### config.mk
export PLATFORM = sky130hd
export DESIGN_NAME = pwm_multi_ramp
export DESIGN_NICKNAME = d
export VERILOG_FILES = /design/src/rtl/pwm_multi_ramp.sv
export SDC_FILE = /design/constraint.sdc
export NUM_CORES = 1
export LEC_CHECK = 0
export BUFFER_PORTS_ARGS = -buffer_cell sky130_fd_sc_hd__buf_2
export CAP_MARGIN = 10
export CORE_MARGIN = 1.5
export CORE_UTILIZATION = 50
export DETAILED_ROUTE_END_ITERATION = 8
export GPL_TIMING_DRIVEN = 0
export PLACE_DENSITY = 0.66
export SYNTH_ARGS = -nofsm -noshare
export SYNTH_HDL_FRONTEND = slang
export SYNTH_SLANG_ARGS = --single-unit
### constraint.sdc
create_clock -name i_clk -period 8.1 [get_ports i_clk]
set_clock_uncertainty 0.1 [all_clocks]
set_input_delay 0.405 -clock i_clk [delete_from_list [all_inputs] [get_ports i_clk]]
set_output_delay 0.405 -clock i_clk [all_outputs]
set_load 0.01 [all_outputs]
### src/rtl/pwm_multi_ramp.sv
// rtl/pwm_multi_ramp.sv - multi-channel ESC/servo PWM with arm sequence and slew-limited ramp
module pwm_multi_ramp #(
    parameter int NUM_CH     = 3,
    parameter int CNT_W      = 18,
    parameter int PERIOD     = 240000,
    parameter int DEB_DIV    = 3000000,
    parameter int MIN_PULSE  = 12000,
    parameter int MAX_PULSE  = 24000,
    parameter int RAMP_STEP  = 120,
    parameter int ARM_FRAMES = 50
) (
    input  logic                                        i_clk,
    input  logic                                        i_rst_n,
    input  logic                                        i_start,
    input  logic                                        i_wr_en,
    input  logic [((NUM_CH > 1) ? $clog2(NUM_CH) : 1)-1:0] i_wr_ch,
    input  logic [CNT_W-1:0]                            i_wr_duty,
    output logic [NUM_CH-1:0]                           o_pwm,
    output logic [1:0]                                  o_state,
    output logic                                        o_frame_tick,
    output logic                                        o_settled
);

    localparam int CH_W  = (NUM_CH > 1) ? $clog2(NUM_CH) : 1;
    localparam int DEB_W = (DEB_DIV > 1) ? $clog2(DEB_DIV) : 1;
    localparam int ARM_W = (ARM_FRAMES > 1) ? $clog2(ARM_FRAMES) : 1;

    localparam logic [CNT_W-1:0] LAST_C     = CNT_W'(PERIOD - 1);
    localparam logic [CNT_W-1:0] MIN_C      = CNT_W'(MIN_PULSE);
    localparam logic [CNT_W-1:0] MAX_C      = CNT_W'(MAX_PULSE);
    localparam logic [CNT_W-1:0] STEP_C     = CNT_W'(RAMP_STEP);
    localparam logic [DEB_W-1:0] DEB_LAST_C = DEB_W'(DEB_DIV - 1);
    localparam logic [ARM_W-1:0] ARM_LAST_C = ARM_W'(ARM_FRAMES - 1);

    // Parameter sanity: reject configurations the counters cannot represent
    if (NUM_CH < 1 || NUM_CH > 8) begin : g_bad_num_ch
        $error("pwm_multi_ramp: NUM_CH must be 1..8");
    end
    if (PERIOD > (1 << CNT_W)) begin : g_bad_period
        $error("pwm_multi_ramp: PERIOD does not fit in CNT_W bits");
    end
    if (MIN_PULSE > MAX_PULSE || MAX_PULSE >= PERIOD) begin : g_bad_pulse
        $error("pwm_multi_ramp: need MIN_PULSE <= MAX_PULSE < PERIOD");
    end
    if (ARM_FRAMES < 1 || DEB_DIV < 1) begin : g_bad_misc
        $error("pwm_multi_ramp: ARM_FRAMES and DEB_DIV must be at least 1");
    end

    typedef enum logic [1:0] {
        ST_IDLE = 2'd0,
        ST_ARM  = 2'd1,
        ST_RAMP = 2'd2,
        ST_RUN  = 2'd3
    } state_t;

    logic [CNT_W-1:0]  cnt_q, cnt_d;
    logic [DEB_W-1:0]  deb_q, deb_d;
    logic              sync1_q, sync1_d;
    logic              sync2_q, sync2_d;
    logic              samp1_q, samp1_d;
    logic              samp2_q, samp2_d;
    logic              pend_q, pend_d;
    state_t            state_q, state_d;
    logic [ARM_W-1:0]  arm_q, arm_d;
    logic              settled_q, settled_d;
    logic [NUM_CH-1:0] pwm_q, pwm_d;
    logic [CNT_W-1:0]  target_q [NUM_CH];
    logic [CNT_W-1:0]  target_d [NUM_CH];
    logic [CNT_W-1:0]  active_q [NUM_CH];
    logic [CNT_W-1:0]  active_d [NUM_CH];
    logic [CNT_W-1:0]  step_v   [NUM_CH];

    logic tick;
    logic deb_en;
    logic press;
    logic req;
    logic all_eq;
    logic any_diff;

    function automatic logic [CNT_W-1:0] clamp_duty(input logic [CNT_W-1:0] d);
        if (d < MIN_C) begin
            return MIN_C;
        end else if (d > MAX_C) begin
            return MAX_C;
        end
        return d;
    endfunction

    // Move cur toward tgt by at most STEP_C; compare first so the subtraction never wraps
    function automatic logic [CNT_W-1:0] step_toward(input logic [CNT_W-1:0] cur,
                                                     input logic [CNT_W-1:0] tgt);
        logic [CNT_W-1:0] diff;
        if (tgt > cur) begin
            diff = tgt - cur;
            return cur + ((diff > STEP_C) ? STEP_C : diff);
        end
        diff = cur - tgt;
        return cur - ((diff > STEP_C) ? STEP_C : diff);
    endfunction

    assign tick   = (cnt_q == LAST_C);
    assign deb_en = (deb_q == DEB_LAST_C);
    assign press  = samp1_q & ~samp2_q & deb_en;
    assign req    = pend_q | press;

    // Frame counter, button synchroniser/debounce and press latch
    always_comb begin
        cnt_d   = tick ? '0 : cnt_q + 1'b1;
        deb_d   = deb_en ? '0 : deb_q + 1'b1;
        sync1_d = i_start;
        sync2_d = sync1_q;
        samp1_d = deb_en ? sync2_q : samp1_q;
        samp2_d = deb_en ? samp1_q : samp2_q;
        pend_d  = tick ? 1'b0 : req;
    end

    // Target duty write port; out-of-range channel indices match nothing
    always_comb begin
        for (int k = 0; k < NUM_CH; k++) begin
            target_d[k] = target_q[k];
            if (i_wr_en && (i_wr_ch == CH_W'(k))) begin
                target_d[k] = clamp_duty(i_wr_duty);
            end
        end
    end

    // Candidate per-channel slew step and convergence flags for this boundary
    always_comb begin
        all_eq   = 1'b1;
        any_diff = 1'b0;
        for (int k = 0; k < NUM_CH; k++) begin
            step_v[k] = step_toward(active_q[k], target_q[k]);
            if (step_v[k] != target_q[k]) begin
                all_eq = 1'b0;
            end
            if (active_q[k] != target_q[k]) begin
                any_diff = 1'b1;
            end
        end
    end

    // Sequencer: every state change and duty update happens only on the frame tick
    always_comb begin
        state_d = state_q;
        arm_d   = arm_q;
        for (int k = 0; k < NUM_CH; k++) begin
            active_d[k] = active_q[k];
        end
        if (tick) begin
            case (state_q)
                ST_IDLE: begin
                    if (req) begin
                        state_d = ST_ARM;
                        arm_d   = '0;
                    end
                end
                ST_ARM: begin
                    if (req) begin
                        state_d = ST_IDLE;
                    end else if (arm_q == ARM_LAST_C) begin
                        state_d = ST_RAMP;
                    end else begin
                        arm_d = arm_q + 1'b1;
                    end
                end
                ST_RAMP: begin
                    if (req) begin
                        state_d = ST_IDLE;
                    end else begin
                        for (int k = 0; k < NUM_CH; k++) begin
                            active_d[k] = step_v[k];
                        end
                        if (all_eq) begin
                            state_d = ST_RUN;
                        end
                    end
                end
                default: begin
                    if (req) begin
                        state_d = ST_IDLE;
                    end else if (any_diff) begin
                        state_d = ST_RAMP;
                        for (int k = 0; k < NUM_CH; k++) begin
                            active_d[k] = step_v[k];
                        end
                    end
                end
            endcase
        end
        // Idle and arming always present the arming pulse, so a ramp starts from MIN
        if (state_d == ST_IDLE || state_d == ST_ARM) begin
            for (int k = 0; k < NUM_CH; k++) begin
                active_d[k] = MIN_C;
            end
        end
        settled_d = (state_d == ST_RUN);
    end

    // PWM compare, registered one clock behind the counter
    always_comb begin
        for (int k = 0; k < NUM_CH; k++) begin
            pwm_d[k] = (state_q != ST_IDLE) && (cnt_q < active_q[k]);
        end
    end

    // State registers; reset drops the outputs immediately
    always_ff @(posedge i_clk or negedge i_rst_n) begin
        if (!i_rst_n) begin
            cnt_q     <= '0;
            deb_q     <= '0;
            sync1_q   <= 1'b0;
            sync2_q   <= 1'b0;
            samp1_q   <= 1'b0;
            samp2_q   <= 1'b0;
            pend_q    <= 1'b0;
            state_q   <= ST_IDLE;
            arm_q     <= '0;
            settled_q <= 1'b0;
            pwm_q     <= '0;
            for (int k = 0; k < NUM_CH; k++) begin
                target_q[k] <= MIN_C;
                active_q[k] <= MIN_C;
            end
        end else begin
            cnt_q     <= cnt_d;
            deb_q     <= deb_d;
            sync1_q   <= sync1_d;
            sync2_q   <= sync2_d;
            samp1_q   <= samp1_d;
            samp2_q   <= samp2_d;
            pend_q    <= pend_d;
            state_q   <= state_d;
            arm_q     <= arm_d;
            settled_q <= settled_d;
            pwm_q     <= pwm_d;
            for (int k = 0; k < NUM_CH; k++) begin
                target_q[k] <= target_d[k];
                active_q[k] <= active_d[k];
            end
        end
    end

    assign o_pwm        = pwm_q;
    assign o_state      = state_q;
    assign o_frame_tick = tick;
    assign o_settled    = settled_q;

endmodule

# After elaboration in Yosys (flattened, before gate mapping)

Index checks and enable logic that the tools add are counted.

Register bits: 165
Input bits: 24
Logic and storage cells: 140

Add/sub/neg operators: 15
$lt $le $gt $ge: 14
Equality and inequality tests: 20
Muxes and demuxes: 53
Bitwise gates (word level): 4
Reduce and logical (&&, ||, !) cells: 17

Operators by type and width:

| operator                                                        | number |
|---|---|
| 2-to-1 mux 18 bit                                               | 18 |
| 2-to-1 mux 54 bit                                               | 5 |
| subtractor 18 bit                                               | 9 |
| greater-than comparator 18 x 7 -> 1 bit, second input constant  | 6 |
| inequality test 18 bit                                          | 6 |
| case mux 54 bit (2 select lines)                                | 1 |
| adder 18 bit                                                    | 3 |
| greater-than comparator 18 bit                                  | 3 |
| less-than comparator 18 bit                                     | 3 |
| adder 22 x 1 -> 22 bit, second input constant                   | 1 |
| == test 22 bit, second input constant                           | 1 |
| 2-to-1 mux 22 bit                                               | 1 |
| adder 18 x 1 -> 18 bit, second input constant                   | 1 |
| == test 18 bit, second input constant                           | 1 |
| greater-than comparator 18 x 15 -> 1 bit, second input constant | 1 |
| less-than comparator 18 x 14 -> 1 bit, second input constant    | 1 |
| 2-to-1 mux 6 bit                                                | 3 |
| 2-to-1 mux 2 bit                                                | 8 |
| 2-to-1 mux 1 bit                                                | 15 |
| case mux 6 bit (2 select lines)                                 | 1 |
| adder 6 x 1 -> 6 bit, second input constant                     | 1 |
| == test 2 x 1 -> 1 bit, second input constant                   | 3 |
| == test 2 bit, second input constant                            | 3 |
| == test 6 bit, second input constant                            | 1 |
| other kinds (14)                                                | 27 |

# Depth between registers and ports, before layout

Gate-level depths: netlist (run 1).

Depth in word-level cells: 18
Gate-level depth with buffers: 33
Mapped depth without buffers: 31

# Worst setup path after synthesis (run 1)

OpenSTA, ideal clock, no wires.

Path kind: reg-to-reg
Start: register target_q[41] (netlist bit)
End: register settled_q, in the netlist o_settled
Library setup time: 0.080 ns
Arrival: 6.968 ns
Path slack: 0.952 ns
Cell stages (with the launch flop): 33
Buffers on the path: 3
Clock period less this slack: 7.148 ns
Cells stage by stage: dfstp_2 clkbuf_1 inv_1 ha_1 clkbuf_1 o311a_1 o22ai_1 o21bai_1 xor2_1 nor4_1 nand2_1 clkbuf_1 or2_2 ha_1 nand3b_1 nor2_1 nand3_1 nand2_1 o21ai_0 o21ai_0 ha_1 xnor2_1 a32oi_1 o21ai_1 a2111oi_1 o2111ai_1 or4_1 nor4b_2 nand4_1 a2111oi_2 nand4_1 o311a_1 nor3_2

Longest elaborated chain between the ends: 15

RTL lines:

| item                                    | line | RTL |
|---|---|---|
| from (decl)                             | 67   | `logic [CNT_W-1:0] target_q [NUM_CH];` |
| from (signal, indexed assignment)       | 237  | `target_q[k] <= target_d[k];` |
| subtractor 18 bit                       | 94   | `diff = tgt - cur;` |
| greater-than comparator 18 x 7 -> 1 bit | 95   | `return cur + ((diff > STEP_C) ? STEP_C : diff);` |
| 2-to-1 mux 18 bit                       | 95   |  |
| adder 18 bit                            | 95   |  |
| 2-to-1 mux 18 bit                       | 93   | `if (tgt > cur) begin` |
| 2-to-1 mux 18 bit                       | 97   | `diff = cur - tgt;` |
| inequality test 18 bit                  | 133  | `if (step_v[k] != target_q[k]) begin` |
| 2-to-1 mux 1 bit (3 in a row)           | 133  |  |
| 2-to-1 mux 2 bit                        | 173  | `if (all_eq) begin` |
| 2-to-1 mux 2 bit                        | 167  | `if (req) begin` |
| case mux 2 bit (3 select lines) (*)     | 150  | `case (state_q)` |
| 2-to-1 mux 2 bit (*)                    | 149  | `if (tick) begin` |
| == test 2 bit (*)                       | 196  | `settled_d = (state_d == ST_RUN);` |
| via settled_d                           | 65   | `logic settled_q, settled_d;` |
| to (signal assigned)                    | 234  | `settled_q <= settled_d;` |
| to (decl)                               | 65   |  |

The timed path passes the listed nets; every way through them passes the cells marked *. The select of a mux whose other input is x is not followed.
A chain may end at the register's enable or synchronous reset.

# Final worst setup path (run 1)

Start: register target_q[2] (netlist bit)
End: register settled_q, in the netlist o_settled

Longest elaborated chain between the ends: 13

RTL lines:

| item                                    | line |
|---|---|
| subtractor 18 bit                       | 94 |
| greater-than comparator 18 x 7 -> 1 bit | 95 |
| 2-to-1 mux 18 bit                       | 95 |
| adder 18 bit                            | 95 |
| 2-to-1 mux 18 bit                       | 93 |
| 2-to-1 mux 18 bit                       | 97 |
| inequality test 18 bit                  | 133 |
| 2-to-1 mux 1 bit                        | 133 |
| 2-to-1 mux 2 bit                        | 173 |
| 2-to-1 mux 2 bit                        | 167 |
| case mux 2 bit (3 select lines) (*)     | 150 |
| 2-to-1 mux 2 bit (*)                    | 149 |
| == test 2 bit (*)                       | 196 |
| via settled_d                           | 65 |

Marks and branches as above.

==> results.md, run 1 <==
- A synthesized cell averages 7.81 µm².
- Measured along the x axis, the die boundary spans a little under 200 µm.
- The area taken by flip-flops and latches is 4190 µm².
- The number of buffers inserted during clock tree synthesis is 17.
- The combinational power share is 30.0%.
- The initial antenna violation count is 5.
- The first-pass GRT wire length is 102,000 µm.
- The critical path start-end classification is register to register.
- The final critical path time including I/O delays and setup is 7910 ps.
- For this block, the initial DRC count from the detailed router was 1,549.
- The number of cells on the worst reg-to-reg path is 30.
- The number of clock sinks is 165.
- The y dimension of the die is between 150 and 200 µm.
- Dividing the final minimum period by the clock period gives a little over nine tenths.
- The number of library cell types mapped by synthesis is 87.
- The flow ran to the end, and the final reports show no timing, DRC or antenna violations.
- After the last flow step, the layout net total stands at 2,654.
- The clock latency on the worst-skew pair is 480 ps.
- TritonCTS built the clock tree.
- The power share of the sequential group is 35.8%.
- The worst register-to-register path ends at o_settled.
- The area growth from synthesis to layout is 10.8%.
- Setup violations remaining at the end of the flow were counted as 0.
- The synthesized design contains 0 enable-type register cells.
- The buffer levels on the longest clock path is 2.
- The overall via count from detail_route is 18,200.
- The count of pins over their slew limit was 0.
- Entering global routing, the biggest net connects 95 pins.
- The cell internal power dissipation is 1.55 mW.
- In this run the critical register-to-register path is launched from target_q[2].
- The most frequent standard cell in the layout excluding fill and tap cells is sky130_fd_sc_hd__ha_1.
- During synthesis, Yosys emitted a total of 0 warnings.
- For this run, design rule violations remaining after detail routing come to 0.
- The count of fill cells added during filler insertion is 3,423.
- The min-delay analysis places its worst path in the category input port to register.
- The worst setup path startpoint is target_q[2].
- The multi-input combinational cells in the finished layout cover a total of 13,500 µm².
- The peak per-stage delay on the critical path is between 400 and 500 ps.
- The post-synthesis cell count is 2,343.
- The detailed-route wire length per cell is 22.8 µm.
- Clock tree synthesis selected as its root buffer the cell sky130_fd_sc_hd__clkbuf_16.
- At the worst endpoint, the arrival time is 8170 ps.
- The maximum fanout count along the critical path is 8.
- For the pin with the worst max-slew slack, the measured transition is between 900 and 1000 ps.
- IR analysis of the VDD net gives a maximum drop of 170 µV.
- The part of the Yosys area used for sequential elements is 22.8%.
- After legalization and detailed placement, the total HPWL measured 51,700 µm.
- The slowest cell on the critical path is sky130_fd_sc_hd__nor4_2.
- Summed over all layers, the global routing overflow is 0.
- Static timing analysis puts the maximum clock frequency at 0.126 GHz.
- In the final layout, the share of cells above drive strength 1 is 10.6%.
- The number of nets with antenna violations after routing is 0.
- Counting flops with an async set or reset pin after synthesis yields a share of 100%.
- The routed design has 65,800 µm of wire.
- The post-synthesis instance area is roughly 18,000 µm².
- The switching power is 0.934 mW.
- Dividing the detail-routed via count by the number of cells gives 6.33.
- The clock-pin transition on the worst setup and hold timing paths is 80 ps.
- Synthesis inferred 165 register bits.
- For this configuration, the core starts out at a cell density of 51.1%.
- The power per standard cell area is 122 nW/µm².
- The number of maximum-capacitance constraint violations is 0.
- The net count after synthesis is 2,590.
- In this run the register-to-register setup slack is 190 ps.
- 31 I/O pins were placed.
- The number of port buffers is 30.
- The switching share of power is 37.6%.
- OpenSTA, run right after detailed placement, puts the worst setup slack at -1230 ps.
- The routability-driven placement congestion ratio is a little under 1.
- The length of the first detailed-routing pass in iterations is 6.
- The die area is between 30,000 and 40,000 µm².
- The kind of capture point of the worst setup path is a register.
- The core footprint is 35,800 µm².
- The leading register cell type out of synthesis is sky130_fd_sc_hd__dfrtp_1.
- The total power draw is 2.48 mW.
- For this design the static power due to leakage is 8.99 nW.
- The headroom to the max-slew limit is about a third.
- CTS built an H-tree with a depth of 4.
- The via count of the first global-routing pass is between 15,000 and 20,000.
- The initialized floorplan defines 69 standard-cell rows.
- Cells fill 56.6% of the core in the end.
- The final hold violation count came to 0.
- STA classifies the critical path startpoint as a register.
- The final hold slack is 12.4 ps.
- In the layout the commonest cells are sky130_fd_sc_hd__ha_1 (208), sky130_fd_sc_hd__o21ai_0 (189), sky130_fd_sc_hd__nand2_1 (180).
- The number of antenna diodes in the final layout is 0.
- The final setup slack of the worst path is 190 ps.
- The global-route usage over all layers is a little over a third.
- The capturing element of the worst setup path is o_settled.
- The data required time of the critical path is 8360 ps.
- The share of total power dissipated in the clock network is 34.2%.
-- stage by stage --
| step | cells | TNS, ps | area (µm²) |
|---|---|---|---|
| 2_1_floorplan | 2343 | 0 | 18300 |
| 3_3_place_gp | 2834 | -2100 | 19000 |
| 3_5_place_dp | 2836 | -2130 | 19100 |
| 4_1_cts | 2872 | 0 | 19900 |
| 5_1_grt | 2881 | -26.8 | 20300 |
| 6_report | 2881 | 0 | 20300 |
-- synth_stat cells, drive strengths merged, types with 24 or more instances --
cell type,number,area share (%)
a21o,57,2.3
nor3,76,2.1
a21oi,180,4.9
a211oi,25,1.1
nand4,37,1.3
dfstp,42,6.0
nand2,181,3.7
nand2b,36,1.2
nand3,101,2.8
xnor2,117,5.6
ha,214,15
nor2,164,3.4
dfrtp,123,17
xor2,75,3.6
nor2b,26,0.89
clkbuf,100,2.1
o21ai,207,5.7
o31ai,32,1.3
a31oi,24,0.82
inv,165,3.4
-- worst max-delay path: cells and delay by family (launching register included) --
kind / cells / cell delay, ps
adder cells (fa/ha/maj): 3 / 870
buffers and inverters: 4 / 610
flip-flops: 1 / 410
AND/OR/NAND/NOR: 12 / 2670
multiplexers: 1 / 330
AO/OA/AOI/OAI: 10 / 2780
-- per-layer routing --
layer / vias to the layer above / global-route usage, % / wire (µm)
met5: - / 0 / 0
met4: 0 / 15.9 / 3170
met3: 154 / 6.68 / 5340
met2: 730 / 57.4 / 29900
met1: 8763 / 44.9 / 27400
li1: 8577 / - / -
-- logic make-up after synthesis --
family                     Yosys count  share of synthesized area (%)
adders and majority gates          223                           15.6
and+or+nand+nor                    765                           20.9
muxes                               17                          0.984
DFF                                165                           22.8
AOI/OAI and AO/OA                  702                           24.4
xor gates and xnor gates           194                           9.43
buffers and inverters              277                           5.75
-- how the worst min path moves through the flow --
stage	start	to	slack [ps]	cells after the start
after floorplan	i_rst_n	active_q[0]	9	0
after global placement	sync1_q	sync2_q	280	0
after detailed placement	sync1_q	sync2_q	280	0
after CTS	i_start	sync1_q	20	1
after global routing	i_start	sync1_q	10	1
final	i_start	sync1_q	10	1
-- repair_timing --
action                                  CTS  global route
buffers inserted                         10            15
hold endpoints to repair                 56             0
pin swaps                                14            27
resized for setup                        38            72
endpoints found under the setup margin    2             2
hold buffers                              1             0
-- sequential cells by signal, indices dropped and copies added (netlist names), 2 cells and up --
signal    cells
active_q     54
arm_q         6
cnt_q        18
deb_q        22
o_pwm         3
o_state       2
target_q     54
-- power groups by stage --
stage          Sequential [mW]  Combinational, mW  Clock [mW]
2_1_floorplan            0.887              0.495           0
3_3_place_gp             0.901              0.671           0
3_5_place_dp             0.902              0.678           0
4_1_cts                  0.887              0.698       0.856
5_1_grt                  0.891              0.814       0.887
6_report                 0.890              0.744       0.851
-- layout make-up --
cell class / instances / share of cell area [%]
Clock inverter: 15 / 0.907
Sequential cell: 165 / 20.6
Timing Repair Buffer: 59 / 1.99
Buffer: 98 / 2.07
Clock buffer: 17 / 2.10
Tap cell: 461 / 2.84
Multi-Input combinational cell: 1901 / 66.4
Inverter: 165 / 3.05
(Power assumes the default switching activity.)
==> run 2, diff against run 1 <==
- CTS_BUF_LIST: unset -> sky130_fd_sc_hd__clkbuf_4 sky130_fd_sc_hd__clkbuf_8 sky130_fd_sc_hd__clkbuf_16
- clock period: 8.1 -> 7.45 ns (I/O delays scaled with it)
==> run 2 against run 1 <==
Against the previous run: maximum frequency increased by 7.6%; first-iteration DRC count increased by 5.2%; register-to-register slack got worse by 90 ps; routed wire length increased by 3.5%; sequential share of layout area decreased by 1.2 points; global-route usage increased by 0.67 points; critical path type unchanged; highest routed layer unchanged.
==> results.md, run 2 (same netlist as run 1, synthesis figures left out) <==
- TritonCTS built the clock tree.
- The number of remaining DRC errors is 0.
- The worst setup path startpoint is target_q[1].
- Leaving out fill and tap cells, the most frequent cells in the layout are sky130_fd_sc_hd__ha_1 (183), sky130_fd_sc_hd__o21ai_0 (177), sky130_fd_sc_hd__nand2_1 (176).
- The global-route usage over all layers is between 30% and 40%.
- The setup TNS is 0 ps.
- The final hold slack is 242 ps.
- Of the cells placed in the final design, the portion with a size suffix greater than 1 is 17.8%.
- The startpoint identified for the worst hold timing path is i_wr_duty[11].
- During placement, the flow inserted port buffers numbering 30.
- Clock-pin slew was measured on the worst setup and hold paths at 80 ps.
- Across all setup checks in the final design, the least slack found is 102 ps.
- The buffer levels on the longest clock path is 2.
- The peak supply drop is roughly 180 µV.
- Dividing the detail-routed wire length by the instance count gives 23.2 µm.
- Summed over all layers, the global routing overflow is 0.
- The largest single stage delay on the critical path is 410 ps.
- The first global-routing pass estimated slightly above 100,000 µm of wire.
- The initial utilization of the core area, before any placement, comes to between 50 and 60%.
- The overall via count from detail_route is 18,600.
- The fraction of the cycle the final worst path needs is 98.6%.
- The flow ran to the end, and the final reports show no timing, DRC or antenna violations.
- After the first detailed-routing iteration, the DRC count stood at 1,630.
- The worst setup slack before clock tree synthesis is -1880 ps.
- The worst hold path was traced through 3 stages.
- The critical path start-end classification is register to register.
- On the critical path, the stage with the largest delay is an instance of sky130_fd_sc_hd__dfrtp_1.
- Including well taps, the total number of placed cells is 2,836.
- The depth of the worst register-to-register path is 33.
- The maximum fanout count along the critical path is 7.
- The initial antenna violation count is 6.
- The most prevalent standard cell on the critical path is sky130_fd_sc_hd__buf_4.
- The routability-driven placement congestion ratio is 0.981.
- In this run the critical register-to-register path is captured at o_settled.
- The most frequent standard cell in the layout excluding fill and tap cells is sky130_fd_sc_hd__ha_1.
- In the final layout, the registers with the most flip-flops are active_q (54), target_q (54), deb_q (22).
- The non-filler instance count after layout is 2,932.
- Power spread over the standard cell area amounts to 129 nW/µm².
- The final layout contains routed wiring with a total length of 68,100 µm.
- From bottom edge to top edge, the die measures 194 µm.
- The via density per instance is 6.35.
- The net count of the finished layout is 2,702.
- Setup repair after global routing could not meet its margin everywhere.
- The final standard cell area without fillers is 21,500 µm².
- The number of clock sinks is 165.
- STA classifies the critical path endpoint as a register.
- The standard cell area after detailed placement is 19,100 µm².
- The H-tree was split into 4 levels.
- The data arrival time of the critical path is 7600 ps.
- Total power for the finished layout comes to 2.79 mW.
- The number of clock buffers added by TritonCTS is 17.
- Measured against its own limit, the worst slew margin works out to 34.1%.
- The length of the first detailed-routing pass in iterations is 6.
- The area growth from synthesis to layout is 17.7%.
- The type of element launching the critical path is a register.
- The final hold violation count was 0.
- Clock latency on the worst-skew pair, taken at its later pin, is 480 ps.
- The floorplan step defined a die boundary enclosing 37,800 µm².
- Entering global routing, the biggest net connects 95 pins.
- Cells fill 60.1% of the core in the end.
- After floorplanning, the core was divided into 69 placement rows.
- The worst min-delay path class is input port to register.
- The slew at the pin with the worst max-slew slack is just under 1000 ps.
- Setup slack on the worst reg-to-reg path comes out at 100 ps.
- The number of ports placed on the die boundary is 31.
- The number of failing setup endpoints in the final timing report is 0.
- The end point of the most critical hold path is target_q[47].
- Based on the critical path, the design can be clocked at up to 0.136 GHz.
- The tool flagged a number of max-cap violations equal to 0.
- Summed over all cells, the static leakage comes to 9.42 nW.
- After floorplanning, the core was sized to cover 35,800 µm².
- The wire-length estimate of the detail-placed layout is 51,700 µm.
- The count of pins over their slew limit is 0.
- The launch point of the worst reg-to-reg path is target_q[1].
- The data required time of the critical path is around 7700 ps.
- The number of nets with antenna violations after routing is 0.
- The final critical path time including I/O delays and setup is approximately 7300 ps.
- The die span in x is 194 µm.
- The clock root buffer is sky130_fd_sc_hd__clkbuf_16.
- The via count of the first global-routing pass came to roughly 18,000.
[run 2: cell count changes in the layout (fill, tap and decap cells not counted), moves of 12 or more]
cell,previous run,this run
sky130_fd_sc_hd__ha_1,208,183
sky130_fd_sc_hd__a21oi_2,7,19
sky130_fd_sc_hd__clkbuf_1,75,58
sky130_fd_sc_hd__ha_4,1,20
sky130_fd_sc_hd__o21ai_0,189,177
sky130_fd_sc_hd__a21oi_1,173,158
sky130_fd_sc_hd__buf_4,25,82
[run 2: report_power, final]
part	total (mW)	internal (mW)	switching [mW]
Clock	0.924	0.453	0.471
Combinational	0.896	0.354	0.542
Sequential	0.965	0.928	0.0367
[run 2: area by class of cell]
cell class              instances  area (µm²)
flip-flops and latches        165        4200
repair buffers                116         838
plain buffers                  89         440
diodes                          3        7.51
well taps                     461         577
clock buffers                  17         425
fillers                      3242       14300
inverters                     165         619
multi-input cells            1901       14300
clock inverters                15         184
[run 2: how the worst max path moves through the flow]
stage / slack (ps) / to / cells after the start
final: 100 / o_settled / 33
after global routing: -50 / o_settled / 28
after CTS: 8 / o_settled / 31
after detailed placement: -1880 / o_settled / 32
after global placement: -1870 / o_settled / 32
after floorplan: 300 / o_settled / 32
[run 2: critical path: cells and delay by family, from the launching register on]
family,cells,cell delay (ps)
AND/OR/NAND/NOR,12,2330
AO/OA/AOI/OAI,10,2150
adder cells (fa/ha/maj),3,970
buffers and inverters,6,870
flip-flops,1,410
multiplexers,1,210
XOR/XNOR,1,180
[run 2: repair_timing]
item | in CTS | in global routing
buffers inserted | 42 | 39
pin swaps | 50 | 55
resized for setup | 171 | 144
hold buffers | 2 | 0
setup endpoints to repair | 8 | 3
hold endpoints to repair | 57 | 0
[run 2: metal layers]
metal | up-vias | global-route usage (%) | wire length (µm)
li1 | 8680 | - | -
met4 | 0 | 16.6 | 3300
met5 | - | 0 | 0
met1 | 8994 | 45.3 | 27800
met3 | 160 | 6.84 | 5740
met2 | 789 | 58.7 | 31300
==> run 3, diff against run 2 <==
- RECOVER_POWER: unset -> 100
- SETUP_SLACK_MARGIN: unset -> 0.15
==> run 3 against run 2 <==
Against the previous run: the flow now finishes with violations (capacitance limit, slew limit); maximum frequency down 1.3%; worst setup slack worse by 99 ps; sequential power about the same; die area unchanged; global-route usage up 0.20 points; routed wire length up 0.36%; critical path type unchanged; largest cell class unchanged; largest power group unchanged.
==> results.md, run 3 (same netlist as run 1, synthesis figures left out) <==
- Entering global routing, the biggest net connects between 90 and 100 pins.
- The initialized floorplan defines around 70 standard-cell rows.
- The violation count after the first detailed-route iteration is 1,610.
- In the routed design, unresolved DRC markers number 0.
- The placed instance count is 2,836.
- The cell internal power dissipation is 1.75 mW.
- The final hold violation count was 0.
- In this run the remaining antenna-violating nets after routing total 0.
- The final critical path time including I/O delays and setup is 7450 ps.
- In the final routed layout, each cell accounts on average for roughly 23 µm.
- The setup TNS is 0 ps.
- The headroom to the max-slew limit is -168%.
- Cells with a size suffix above 1 make up 18.3% of the layout.
- The via density per instance is 6.29.
- TritonCTS built the clock tree.
- The analysis attributes to net switching a power of 1.06 mW.
- Of all nets on the critical path, the largest fanout is 6.
- The final reports fail on capacitance limit, slew limit.
- The core footprint is 35,800 µm².
- The die covers 37,800 µm².
- The count of pins over their slew limit is 168.
- The dominant delay contributor by cell family on the critical path is simple AND/OR/NAND/NOR gates.
- The overall via count from detail_route is 18,600.
- The worst setup path startpoint is active_q[18].
- The number of failing setup endpoints in the final timing report is 0.
- Setup repair after global routing could not meet its margin everywhere.
- The final setup slack of the worst path is 3.02 ps.
- The fraction of the cycle the final worst path needs is 100%.
- The post-DP HPWL is 51,700 µm.
- The power share of the sequential group is 34.3%.
- Summed over all layers, the global routing overflow is 0.
- The type of element launching the critical path is a register.
- The cell that appears most often on the critical path is sky130_fd_sc_hd__nand4_1.
- The first-pass GRT wire length is about 100,000 µm.
- The area growth from synthesis to layout is 19.3%.
- The launch point of the worst reg-to-reg path is active_q[18].
- For this design, the slowest cell found on the critical path is sky130_fd_sc_hd__or4b_1.
- The initial standard-cell utilization of the core is 51.1%.
- The clock latency on the worst-skew pair is between 400 and 500 ps.
- Clock tree synthesis inserted a total of 17 buffers.
- The clock passes through at most 2 buffers.
- For the worst setup path, the data required time is approximately 7700 ps.
- The tightest min-delay check is of the input port to register type.
- The slew at the pin with the worst max-slew slack is 4020 ps.
- After the flow finishes, the layout carries non-filler instances totaling 2,959.
- In this run the most critical hold path is launched from i_wr_duty[11].
- Timing analysis after detailed placement gives a worst setup slack of -1880 ps.
- STA puts the critical path data arrival time at 7690 ps.
- The routability-driven placement congestion ratio is 0.981.
- The initial antenna violation count came to 6.
- Summed over all cells, the static leakage comes to 9.56 nW.
- The critical path in this run is classified as register to register.
- The number of clock sinks is 165.
- The run finished, with violations left.
- At the end of the flow, the number of nets in the layout was 2,731.
- The via count of the first global-routing pass was ~18,000.
- The die is between 150 and 200 µm tall.
- The clock root buffer is sky130_fd_sc_hd__clkbuf_16.
- Across the run, the number of max-cap violations was 2.
- The H-tree generated during clock tree synthesis spans 4 levels.
- The maximum frequency from static timing analysis is roughly 0.13 GHz.
- Buffers placed on the I/O ports in this run total 30.
- The largest registers in the layout are active_q (54), target_q (54), deb_q (22).
- VDD sags by at most ~190 µV.
- The switching share of power is a little under two fifths.
- The clock-pin transition on the worst setup and hold timing paths is 80 ps.
- Across every metal layer, demand over resource in global routing totals 35.9%.
- Summed over all layers, the routed wires come to between 60,000 and 70,000 µm.
- The clock network fraction of total power is 32.9%.
- 31 I/O pins were placed.
- For this design the ratio of total power to cell area is 129 nW/µm².
- The peak per-stage delay on the critical path is slightly below 500 ps.
- The critical path buffer and inverter count is 3.
- The library cell used most frequently in the layout, excluding fill and tap cells, is sky130_fd_sc_hd__ha_1.
- The first detailed-routing pass took 6 iterations.
- The kind of capture point of the worst setup path is a register.
- In the layout the commonest cells are sky130_fd_sc_hd__ha_1 (195), sky130_fd_sc_hd__o21ai_0 (181), sky130_fd_sc_hd__nand2_1 (176).
- The share of total power dissipated in combinational logic is 32.8%.
- The die span in x is 194 µm.
run 3: cell count changes in the layout (fill, tap and decap cells not counted), moves of 5 or more:
cell,change
sky130_fd_sc_hd__clkbuf_1,+16
sky130_fd_sc_hd__ha_1,+12
sky130_fd_sc_hd__buf_2,-9
sky130_fd_sc_hd__clkbuf_2,+8
sky130_fd_sc_hd__buf_6,+7
sky130_fd_sc_hd__ha_4,-7
sky130_fd_sc_hd__buf_4,+5
sky130_fd_sc_hd__ha_2,-5
sky130_fd_sc_hd__o21ai_1,-5
run 3: worst paths after layout:
| kind | endpoint | cells past startpoint | slack [ps] |
|---|---|---|---|
| max | o_settled | 30 | 3 |
| min | target_q[47] | 3 | 240 |
| max reg2reg | o_settled | 30 | 3 |
| min reg2reg | sync2_q | 0 | 310 |
| max in group asynchronous | target_q[37] | 3 | 1360 |
| min in group asynchronous | deb_q[16] | 2 | 1740 |
run 3: per-stage QoR:
stage               util, %  instance area, µm²  hold slack, ps  power (mW)
floorplan                 -               18300           -23.1        1.50
global placement       53.1               19000             281        1.71
detailed placement     53.3               19100             273        1.72
CTS                    58.4               20900             212        2.72
global route           60.9               21800             242        2.93
finish                 61.0               21800             244        2.81
run 3: worst reg2reg max path: cells and delay by family, from the launching register on:
family	cells	cell delay [ps]
AOI/OAI and AO/OA	7	2100
xor gates and xnor gates	4	650
adders and majority gates	4	1090
buffers and inverters	3	460
DFF	1	450
and+or+nand+nor	12	2470
run 3: timing repair:
| item | 4_1_cts | 5_1_grt |
|---|---|---|
| hold endpoints to repair | 57 | 0 |
| hold buffers | 2 | 0 |
| pin swaps | 56 | 68 |
| gates resized for setup | 215 | 167 |
| setup endpoints to repair | 11 | 3 |
| setup buffers | 47 | 40 |
run 3: area by class of cell:
cell class                 instances  area, µm²
multi-input combinational       1901      14300
fill                            3244      14000
sequential                       165       4200
timing repair buffer             122        861
inverter                         165        624
buffer                           112        619
tap                              461        577
clock buffer                      17        425
clock inverter                    15        184
antenna                            1       2.50
run 3: power groups by stage:
| stage | Combinational (mW) | Clock [mW] | Sequential (mW) |
|---|---|---|---|
| finish | 0.922 | 0.924 | 0.965 |
| global route | 0.996 | 0.965 | 0.966 |
| CTS | 0.829 | 0.931 | 0.963 |
| detailed placement | 0.737 | 0 | 0.981 |
| global placement | 0.730 | 0 | 0.980 |
| floorplan | 0.539 | 0 | 0.964 |
run 3: routing by layer:
metal	GRT usage (%)	vias to the layer above	wire, µm
li1	-	8729	-
met1	45.2	8966	27900
met2	59.0	760	31300
met3	7.18	158	5770
met4	17.4	2	3430
met5	0	-	13
